$ cat src/rtl/addr_seq_pkg.sv
// Shared definitions for the segment address sequencer: FSM states and segment
// bound helpers evaluated from the instantiating module's parameters.
package addr_seq_pkg;

   typedef enum logic {
      IDLE = 1'b0,
      RUN  = 1'b1
   } state_t;

   function automatic int seg_start(input int s, input int base, input int seg_len);
      return base + s * seg_len;
   endfunction

   function automatic int seg_finish(input int s, input int base, input int seg_len);
      return base + s * seg_len + seg_len - 1;
   endfunction

endpackage

$ cat src/rtl/addr_seg_range.sv
// Combinational segment decoder: segment number to first/last address of that
// segment in a linear table of equal-length segments starting at BASE.
module addr_seg_range
   import addr_seq_pkg::*;
#(
   parameter int ADDR_W  = 8,
   parameter int SEG_LEN = 15,
   parameter int BASE    = 1,
   parameter int SEL_W   = 2
) (
   input  logic [SEL_W-1:0]  sel,
   output logic [ADDR_W-1:0] start_addr,
   output logic [ADDR_W-1:0] finish_addr
);

   assign start_addr  = ADDR_W'(seg_start(int'(sel), BASE, SEG_LEN));
   assign finish_addr = ADDR_W'(seg_finish(int'(sel), BASE, SEG_LEN));

endmodule

$ cat src/rtl/addr_seq.sv
// Segment address sequencer: steps a registered address through one segment on
// command. Define ADDR_SEQ_LOOP_EN to honour the loop input (wrap-around mode).
module addr_seq
   import addr_seq_pkg::*;
#(
   parameter int ADDR_W  = 8,
   parameter int NUM_SEG = 4,
   parameter int SEG_LEN = 15,
   parameter int BASE    = 1,
   parameter int SEL_W   = $clog2(NUM_SEG)
) (
   input  logic              clk,
   input  logic              rst,
   input  logic [SEL_W-1:0]  select,
   input  logic              start,
   input  logic              stop,
   input  logic              step,
   input  logic              loop,
   output logic [ADDR_W-1:0] addr,
   output logic              busy,
   output logic              done,
   output logic              wrap,
   output logic [SEL_W-1:0]  seg
);

   if (BASE + NUM_SEG * SEG_LEN - 1 >= (1 << ADDR_W)) begin : g_range_chk
      $error("addr_seq: segment table does not fit in ADDR_W bits");
   end
   if (NUM_SEG < 2 || SEG_LEN < 1) begin : g_param_chk
      $error("addr_seq: NUM_SEG must be >= 2 and SEG_LEN >= 1");
   end

   state_t            state;
   logic              loop_q;
   logic              loop_in;
   logic [SEL_W-1:0]  sel_clamp;
   logic [ADDR_W-1:0] load_addr;
   logic [ADDR_W-1:0] cur_start;
   logic [ADDR_W-1:0] cur_finish;

`ifdef ADDR_SEQ_LOOP_EN
   assign loop_in = loop;
`else
   logic loop_unused;
   assign loop_unused = loop;
   assign loop_in     = 1'b0;
`endif

   // Out-of-range selects fold onto the last segment.
   assign sel_clamp = (32'(select) >= 32'(NUM_SEG)) ? SEL_W'(NUM_SEG - 1) : select;
   assign load_addr = ADDR_W'(seg_start(int'(sel_clamp), BASE, SEG_LEN));

   addr_seg_range #(
      .ADDR_W  (ADDR_W),
      .SEG_LEN (SEG_LEN),
      .BASE    (BASE),
      .SEL_W   (SEL_W)
   ) u_range (
      .sel         (seg),
      .start_addr  (cur_start),
      .finish_addr (cur_finish)
   );

   always_ff @(posedge clk or posedge rst) begin
      if (rst) begin
         state  <= IDLE;
         addr   <= '0;
         busy   <= 1'b0;
         done   <= 1'b0;
         wrap   <= 1'b0;
         seg    <= '0;
         loop_q <= 1'b0;
      end else begin
         done <= 1'b0;
         wrap <= 1'b0;
         case (state)
            IDLE: begin
               if (start && !stop) begin
                  seg    <= sel_clamp;
                  loop_q <= loop_in;
                  addr   <= load_addr;
                  busy   <= 1'b1;
                  state  <= RUN;
               end
            end
            RUN: begin
               if (stop) begin
                  busy  <= 1'b0;
                  state <= IDLE;
               end else if (start) begin
                  seg    <= sel_clamp;
                  loop_q <= loop_in;
                  addr   <= load_addr;
               end else if (step) begin
                  if (addr != cur_finish) begin
                     addr <= addr + ADDR_W'(1);
                  end else if (loop_q) begin
                     addr <= cur_start;
                     wrap <= 1'b1;
                  end else begin
                     done  <= 1'b1;
                     busy  <= 1'b0;
                     state <= IDLE;
                  end
               end
            end
            default: state <= IDLE;
         endcase
      end
   end

endmodule

$ cat config.mk
export PLATFORM = sky130hd
export DESIGN_NAME = addr_seq
export DESIGN_NICKNAME = d
export VERILOG_FILES = /design/src/rtl/addr_seq_pkg.sv /design/src/rtl/addr_seg_range.sv /design/src/rtl/addr_seq.sv
export SDC_FILE = /design/constraint.sdc
export NUM_CORES = 1
export LEC_CHECK = 0
export CAP_MARGIN = 20
export CORE_MARGIN = 2
export CORE_UTILIZATION = 45
export DETAILED_ROUTE_END_ITERATION = 8
export MAX_ROUTING_LAYER = met4
export PLACE_DENSITY = 0.71
export SLEW_MARGIN = 0
export SYNTH_ARGS = -nofsm -noshare
export SYNTH_HDL_FRONTEND = slang
export SYNTH_SLANG_ARGS = --single-unit
$ cat constraint.sdc
create_clock -name clk -period 3.2 [get_ports clk]
set_input_delay 0.64 -clock clk [delete_from_list [all_inputs] [get_ports clk]]
set_output_delay 0.64 -clock clk [all_outputs]
set_load 0.02 [all_outputs]
Yosys cells after proc, flatten, opt, wreduce, memory -nomap -nowiden:

Index checks and enable logic that the tools add are counted.

* register bits after elaboration: 15
* latch bits: 0
* RAM bits: 0
* bits in read-only memories: 0
* input bits: 8
* output and inout port bits: 13
* word-level logic and storage cells: 70
* memories kept: 0

* add/subtract/negate cells: 5
* multipliers: 2
* div/mod/pow operators: 0
* order comparisons: 0
* equality and inequality tests: 10
* shift-type cells: 0
* mux-type cells: 40
* bitwise operators: 1
* reductions and logical operators: 5

Operators by type and width (number)
* two-way mux 8 bit: 6
* two-way mux 1 bit: 26
* case mux 8 bit (2 select lines): 1
* inequality test 3 bit, second input constant: 5
* adder 1 x 6 -> 7 bit, first input constant: 2
* multiplier 2 x 4 -> 6 bit, second input constant: 2
* adder 8 x 1 -> 8 bit, second input constant: 1
* adder 8 x 5 -> 8 bit, second input constant: 1
* inequality test 8 bit: 1
* subtractor 8 x 2 -> 8 bit, second input constant: 1
* two-way mux 2 bit: 3
* inequality test 2 bit, second input constant: 3
* case mux 1 bit (2 select lines): 3
* AND reduction 5 bit: 1
* inequality test 4 x 2 -> 1 bit, second input constant: 1
* case mux 2 bit (2 select lines): 1
* AND reduction 4 bit: 1
* AND reduction 3 bit: 1
* logical AND 1 bit: 1
* zero test 1 bit: 1
* NOT 1 bit: 1

Longest topological paths before layout:

Gate-level depths: netlist (run 1).

* word-level depth: 10
* depth in mapped cells: 12

Modules after synthesis:

Synthesis (run 1) repeated with hierarchy kept, for this count alone.

* cell total of the unflattened synthesis: 132
* area total of the unflattened synthesis: 1148.6 um^2

Modules (own cells, without submodules)
* addr_seq: times used 1, cells an instance 109, area an instance 972.2 um^2
* addr_seg_range: times used 1, cells an instance 23, area an instance 176.4 um^2

Worst setup path before layout (run 1):

OpenSTA, ideal clock, no wires.

* path kind: flip-flop to flip-flop
* start point: reg seg[0]
* end point: reg addr[2]
* setup time: 121 ps
* arrival: 2899 ps
* required time: 3079 ps
* path slack: 179 ps
* cell stages (with the launch flop): 13
* path buffers: 1
* cells stage by stage: dfrtp_1 inv_1 ha_1 xnor2_1 inv_1 ha_1 xor2_1 xnor2_1 or4_1 o21a_1 buf_6 o21a_1 o22a_1

* longest elaborated chain between the ends: 10
* elaborated cells on any way between the ends: 13
* those cells by class: add/sub (3); mul (1); eq/ne (2); mux (6); reduce/logical (1)

Ends and longest elaborated chain
* start: declaration: line addr_seq.sv:23 `output logic [SEL_W-1:0] seg`
* start signal: assignment: line addr_seq.sv:79 `seg <= sel_clamp;`
* start signal: assignment: line addr_seq.sv:91 `seg <= sel_clamp;`
* multiplier 2 x 4 -> 6 bit (*): line addr_seq_pkg.sv:11, addr_seq_pkg.sv:15
* adder 1 x 6 -> 7 bit (*): line addr_seq_pkg.sv:11, addr_seq_pkg.sv:15
* adder 8 x 5 -> 8 bit: line addr_seq_pkg.sv:15 `return base + s * seg_len + seg_len - 1;`
* subtractor 8 x 2 -> 8 bit: line addr_seq_pkg.sv:15
* inequality test 8 bit: line addr_seq.sv:95 `if (addr != cur_finish) begin`
* two-way mux 8 bit: line addr_seq.sv:95
* two-way mux 8 bit: line addr_seq.sv:94 `end else if (step) begin`
* two-way mux 8 bit: line addr_seq.sv:90 `end else if (start) begin`
* two-way mux 8 bit: line addr_seq.sv:87 `if (stop) begin`
* case mux 8 bit (2 select lines): line addr_seq.sv:76 `case (state)`
* end signal: assignment: line addr_seq.sv:93 `addr <= load_addr;`
* end signal: assignment: line addr_seq.sv:96 `addr <= addr + ADDR_W'(1);`
* end signal: assignment: line addr_seq.sv:98 `addr <= cur_start;`
* end: declaration: line addr_seq.sv:19 `output logic [ADDR_W-1:0] addr,`

Every way passes the cells marked *; elsewhere a longest branch is shown, timed or not. The select of a mux whose other input is x is not followed.
A chain may end at the register's enable or synchronous reset.

Worst setup path in the final report (run 1):

* start point: reg seg[1]
* end point: reg addr[2]

Same word-level chain as after synthesis.

==> results of run 1 <==
[cell usage after synthesis (all sizes together), types with 4 or more instances]
cell type  number  area (sq um)
dfrtp          13           325
o21ai          13          65.1
ha              9           113
xnor2           8          70.1
inv             7          26.3
nand2           6          22.5
nor2            6          25.0
mux2i           5          50.1
nand3           5          30.0
a21oi           4          20.0
or3             4          30.0
[layer usage]
layer	wire (microns)	share of wire, %	track usage [%]
met5	0	0	-
met3	42	1.9	3.45
met1	1060	48	25.4
met4	34	1.5	7.89
met2	1080	49	32.7
[tightest hold or removal path: stages (launching register included)]
cell	delay, ns
dfrtp_1	0.36
o21bai_1	0.07
nand2_1	0.06
[flip-flops by register name, indices dropped and copies added (netlist names)]
name / count
addr: 8
busy: 1
done: 1
seg: 2
state: 1
[through the flow]
step	setup WS, ns	total power [uW]	instance area, sq um	utilization [%]	std cells
detailed placement	0.284	564	1230	56.4	156
global route	0.00552	721	1260	57.7	160
CTS	0.263	670	1260	57.6	160
floorplan	0.179	458	1030	-	111
finish	0.228	668	1260	57.7	160
global placement	0.318	554	1230	56.4	156
[report_power, final]
| part | internal, uW | leakage (uW) | switching, uW |
|---|---|---|---|
| Sequential | 189 | 0.000161 | 41.4 |
| Clock | 48.5 | 0.0000150 | 56.2 |
| Combinational | 159 | 0.000334 | 174 |
| Total | 396 | 0.000510 | 272 |
[cell type report]
cell class	instances	share of cell area, %
Tap cell	28	2.77
Sequential cell	13	25.7
Timing Repair Buffer	19	14.8
Clock buffer	4	2.08
Inverter	7	2.08
Multi-Input combinational cell	89	52.5
[cells by family after synthesis]
group | share of synthesized area [%]
AOI/OAI and AO/OA | 20.3
DFF | 31.6
muxes | 5.95
other | 0.364
adders and majority gates | 10.9
xor gates and xnor gates | 9.35
buffers and inverters | 4.37
and+or+nand+nor | 17.2
[how the worst max path moves through the flow]
| stage | start | to | slack, ns | cells after the start |
|---|---|---|---|---|
| global route | seg[1] | addr[2] | 0.006 | 10 |
| global placement | seg[1] | addr[2] | 0.32 | 10 |
| finish | seg[1] | addr[2] | 0.23 | 10 |
| detailed placement | seg[1] | addr[2] | 0.28 | 10 |
| floorplan | seg[0] | addr[2] | 0.18 | 12 |
| CTS | seg[1] | addr[2] | 0.26 | 10 |
==> flow_summary.ini, run 1 <==
[status]
outcome = finished clean

[detailed_routing]
drt_iter0_drc = 20
via_per_inst = 5.49
drt_wl_total_microns = 2210
first_pass_iters = 4
vias = 879
drc = 0
detail-route-antenna-nets = 0
wl_per_cell_microns = 13.8

[power_and_ir_drop]
vdd_drop_max_v = 0.000280
power.leakage_uw = 0.000510
powerDensity_nw_per_um2 = 528

[timing]
rsz0062_at_grt = false
final.period_utilization_pct = 92.9
slew_violations = 0
tns_ns = 0
hold_viol_final = 0
skew_ns = 0.00243
fin_crit_ns = 2.97
whs_ns = 0.525
fmax_mhz = 336
finalSetupViolCount = 0

[worst_hold_path]
min_from = busy
hp-class = reg -> reg
worstHoldEndpoint = busy
holdPathStages = 2

[cells_and_area]
area_growth_pct = 22.7
num-fill-cells = 193
diodes = 0
nNetsFinal = 150
seqCellArea_sq_um = 325
drive_gt1_share_pct = 7.58
final_cell_mix = clkdlybuf4s50_1, dfrtp_1, ha_1, xnor2_1
multi_input_area_sq_um = 664
layout_commonest_cell = clkdlybuf4s50_1

[critical_path]
cp_top_family = compound AO/OA/AOI/OAI gates
path_cells = ha_1 -> xnor2_1 -> inv_1 -> ha_1 -> xor2_1 -> xnor2_1 -> or4_1 -> o21a_1 -> o21a_1 -> o22a_1
reg2regPathDepth = 10
path_class = reg -> reg
cp_max_fo = 8
r2r-end = addr[2]
worstReg2RegStart = seg[1]
cp.required_ns = 3.38
slowest_delay_ns = 0.52
endpoint_kind = register
arrival_ns = 3.15
slowest_stage = or4_1
crit_buf_inv = 1
critPathLaunchType = register
r2r_setup_slack_ns = 0.23

[logic_synthesis]
synth_edf_count = 0
syn-num-nets = 128
netlist_area_sq_um = 1030
netlist_instances = 111
synthDistinctLibCells = 39
yosysSeqAreaShare_pct = 31.6
ys_ff_latch = 13
synth.avg_cell_area_sq_um = 9.29
synth_top_flop_cell = dfrtp_1
synthArstFlopShare_pct = 100
yosys_warnings = 0

[global_route]
grt_pass1_vias = 835
grt.total_usage_pct = 20.3
grt_max_degree = 14
overflow = 0
antenna_found_initial = 0
grt_pass1_wl_microns = 3850

[floorplanning]
ios = 21
start_util_pct = 47.1
core_area_sq_um = 2190
dieHeight_microns = 51.9
std_cell_rows = 17
die_x_microns = 51.9
die_area_sq_um = 2690

[place]
port-buffer-count = 18
hpwl_microns = 1760
gp_congestion = 0.815

[clocking]
cts_max_level = 1
numCtsBuffers = 3
root_buffer = clkbuf_4
postCtsSetupRepairBufs = 0
clkTransAtPathRegs_ns = 0.08
clkSinkCount = 13
cts_resized = 0
cts_tree = built
insertion_delay_ns = 0.28
cts_hold_buffers = 0
cts_buffer_depth = 2

[flow_run]
drv_cap = 0
Power figures use the tool's default switching activity.
==> inputs of run 2 (changes only) <==
--- a/config.mk
+++ b/config.mk
@@ -9,6 +9,7 @@
 export CORE_MARGIN = 2
 export CORE_UTILIZATION = 45
 export DETAILED_ROUTE_END_ITERATION = 8
+export GPL_TIMING_DRIVEN = 0
 export MAX_ROUTING_LAYER = met4
 export PLACE_DENSITY = 0.71
 export SLEW_MARGIN = 0
==> flow_summary.ini, run 2 (synthesis gave the netlist of run 1 again) <==
[cells_and_area]
num-fill-cells = 205
largest_reg_flops = 8
final_cell_mix = clkdlybuf4s50_1, dfrtp_1, ha_1
top_regs = addr: 8 flops, seg: 2 flops
fin_cells = 163
diodes = 0
nNetsFinal = 153
top_register = addr
drive_gt1_share_pct = 11.1
layout_commonest_cell = clkdlybuf4s50_1
area_growth_pct = 26.1

[power_and_ir_drop]
vdd_drop_max_v = 0.000332
powerDensity_nw_per_um2 = 522
power.leakage_uw = 0.000531
p_total_uw = 678

[timing]
slew_violations = 0
tns_ns = 0
final.period_utilization_pct = 91.6
hold_viol_final = 0
skew_ns = 0.00147
finalWorstSetupSlack_ns = 0.267
tightest_slew_ns = 0.529
maxSlewHeadroom_pct = 64.7
rsz0062_at_grt = false
finalSetupViolCount = 0
fmax_mhz = 341
fin_crit_ns = 2.93

[clocking]
cts_max_level = 1
clkTransAtPathRegs_ns = 0.09
cts_buffer_depth = 2
root_buffer = clkbuf_4
clkSinkCount = 13
cts_hold_buffers = 0
numCtsBuffers = 3
insertion_delay_ns = 0.27
cts_tree = built

[critical_path]
cp.required_ns = 3.37
arrival_ns = 3.10
cp-startpoint = seg[0]
reg2regPathDepth = 12
r2r-end = addr[2]
worstReg2RegStart = seg[0]
cp_max_fo = 8
critPathLaunchType = register
endpoint_kind = register
path_class = reg -> reg
r2r_setup_slack_ns = 0.27

[global_route]
grt.total_usage_pct = 20.7
grt_pass1_vias = 861
antenna_found_initial = 0
overflow = 0
grt_pass1_wl_microns = 4020
grt_max_degree = 14

[floorplanning]
ios = 21
start_util_pct = 47.1
dieHeight_microns = 51.9
die_x_microns = 51.9
die_area_sq_um = 2690
core_area_sq_um = 2190
std_cell_rows = 17

[detailed_routing]
drt_wl_total_microns = 2260
drt_iter0_drc = 13
drc = 0
vias = 904
wl_per_cell_microns = 13.9
via_per_inst = 5.55
detail-route-antenna-nets = 0
first_pass_iters = 4

[worst_hold_path]
holdPathStages = 2
worstHoldEndpoint = busy
min_from = busy
hp-class = reg -> reg

[place]
dp_cells = 157
hpwl_microns = 1740
place_ws_ns = 0.0715
port-buffer-count = 18
gp_congestion = 0.853

[flow_run]
drv_cap = 0

[status]
outcome = finished clean
[run 2: routing by layer]
layer	routed length, microns	up-vias	GRT usage [%]
met5	0	-	-
met4	17	0	5.26
met3	50	2	2.59
met2	1100	15	33.3
met1	1100	442	27.6
li1	-	445	-
[run 2: power by group]
part | internal, uW | leakage, uW | switching (uW)
registers | 189 | 0.000160 | 43.5
clock network | 48.2 | 0.0000150 | 56.6
logic | 167 | 0.000355 | 174
total | 405 | 0.000531 | 274
[run 2: stage by stage]
stage | utilization (%) | hold WS (ns) | instance area [sq um]
2_1_floorplan | - | 0.517 | 1030
3_5_place_dp | 56.9 | 0.529 | 1250
6_report | 59.3 | 0.542 | 1300
3_3_place_gp | 56.9 | 0.504 | 1250
5_1_grt | 59.3 | 0.587 | 1300
4_1_cts | 58.1 | 0.549 | 1270
[run 2: area by class of cell]
cell class | count | area, sq um | share of cell area, %
plain buffers | 2 | 18.8 | 1.44
flip-flops and latches | 13 | 327 | 25.1
multi-input cells | 89 | 672 | 51.7
clock buffers | 4 | 26.3 | 2.02
inverters | 7 | 26.3 | 2.02
well taps | 28 | 35.0 | 2.69
repair buffers | 20 | 195 | 15.0
[run 2: worst max-delay path by stage]
| stage | slack [ns] | endpoint |
|---|---|---|
| 4_1_cts | 0.03 | addr[2] |
| 3_3_place_gp | 0.09 | addr[2] |
| 2_1_floorplan | 0.18 | addr[2] |
| 3_5_place_dp | 0.07 | addr[2] |
| 5_1_grt | 0.04 | busy |
| 6_report | 0.27 | addr[2] |
[run 2: worst max-delay path, cell delays in order (launching register included)]
cell and delay [ns]:
dfrtp_2 0.44, inv_1 0.09, ha_1 0.36, xnor2_2 0.23
inv_1 0.07, ha_1 0.21, xor2_1 0.17, xnor2_1 0.15
or4_1 0.50, o21a_1 0.20, buf_6 0.14, o21a_1 0.10
o22a_1 0.18
[run 2: repair_timing]
action                                 in CTS  in global routing
buffers inserted                            0                  2
setup endpoints to repair                   0                 11
gates resized for setup                     0                  3
endpoints found under the hold margin       0                  0
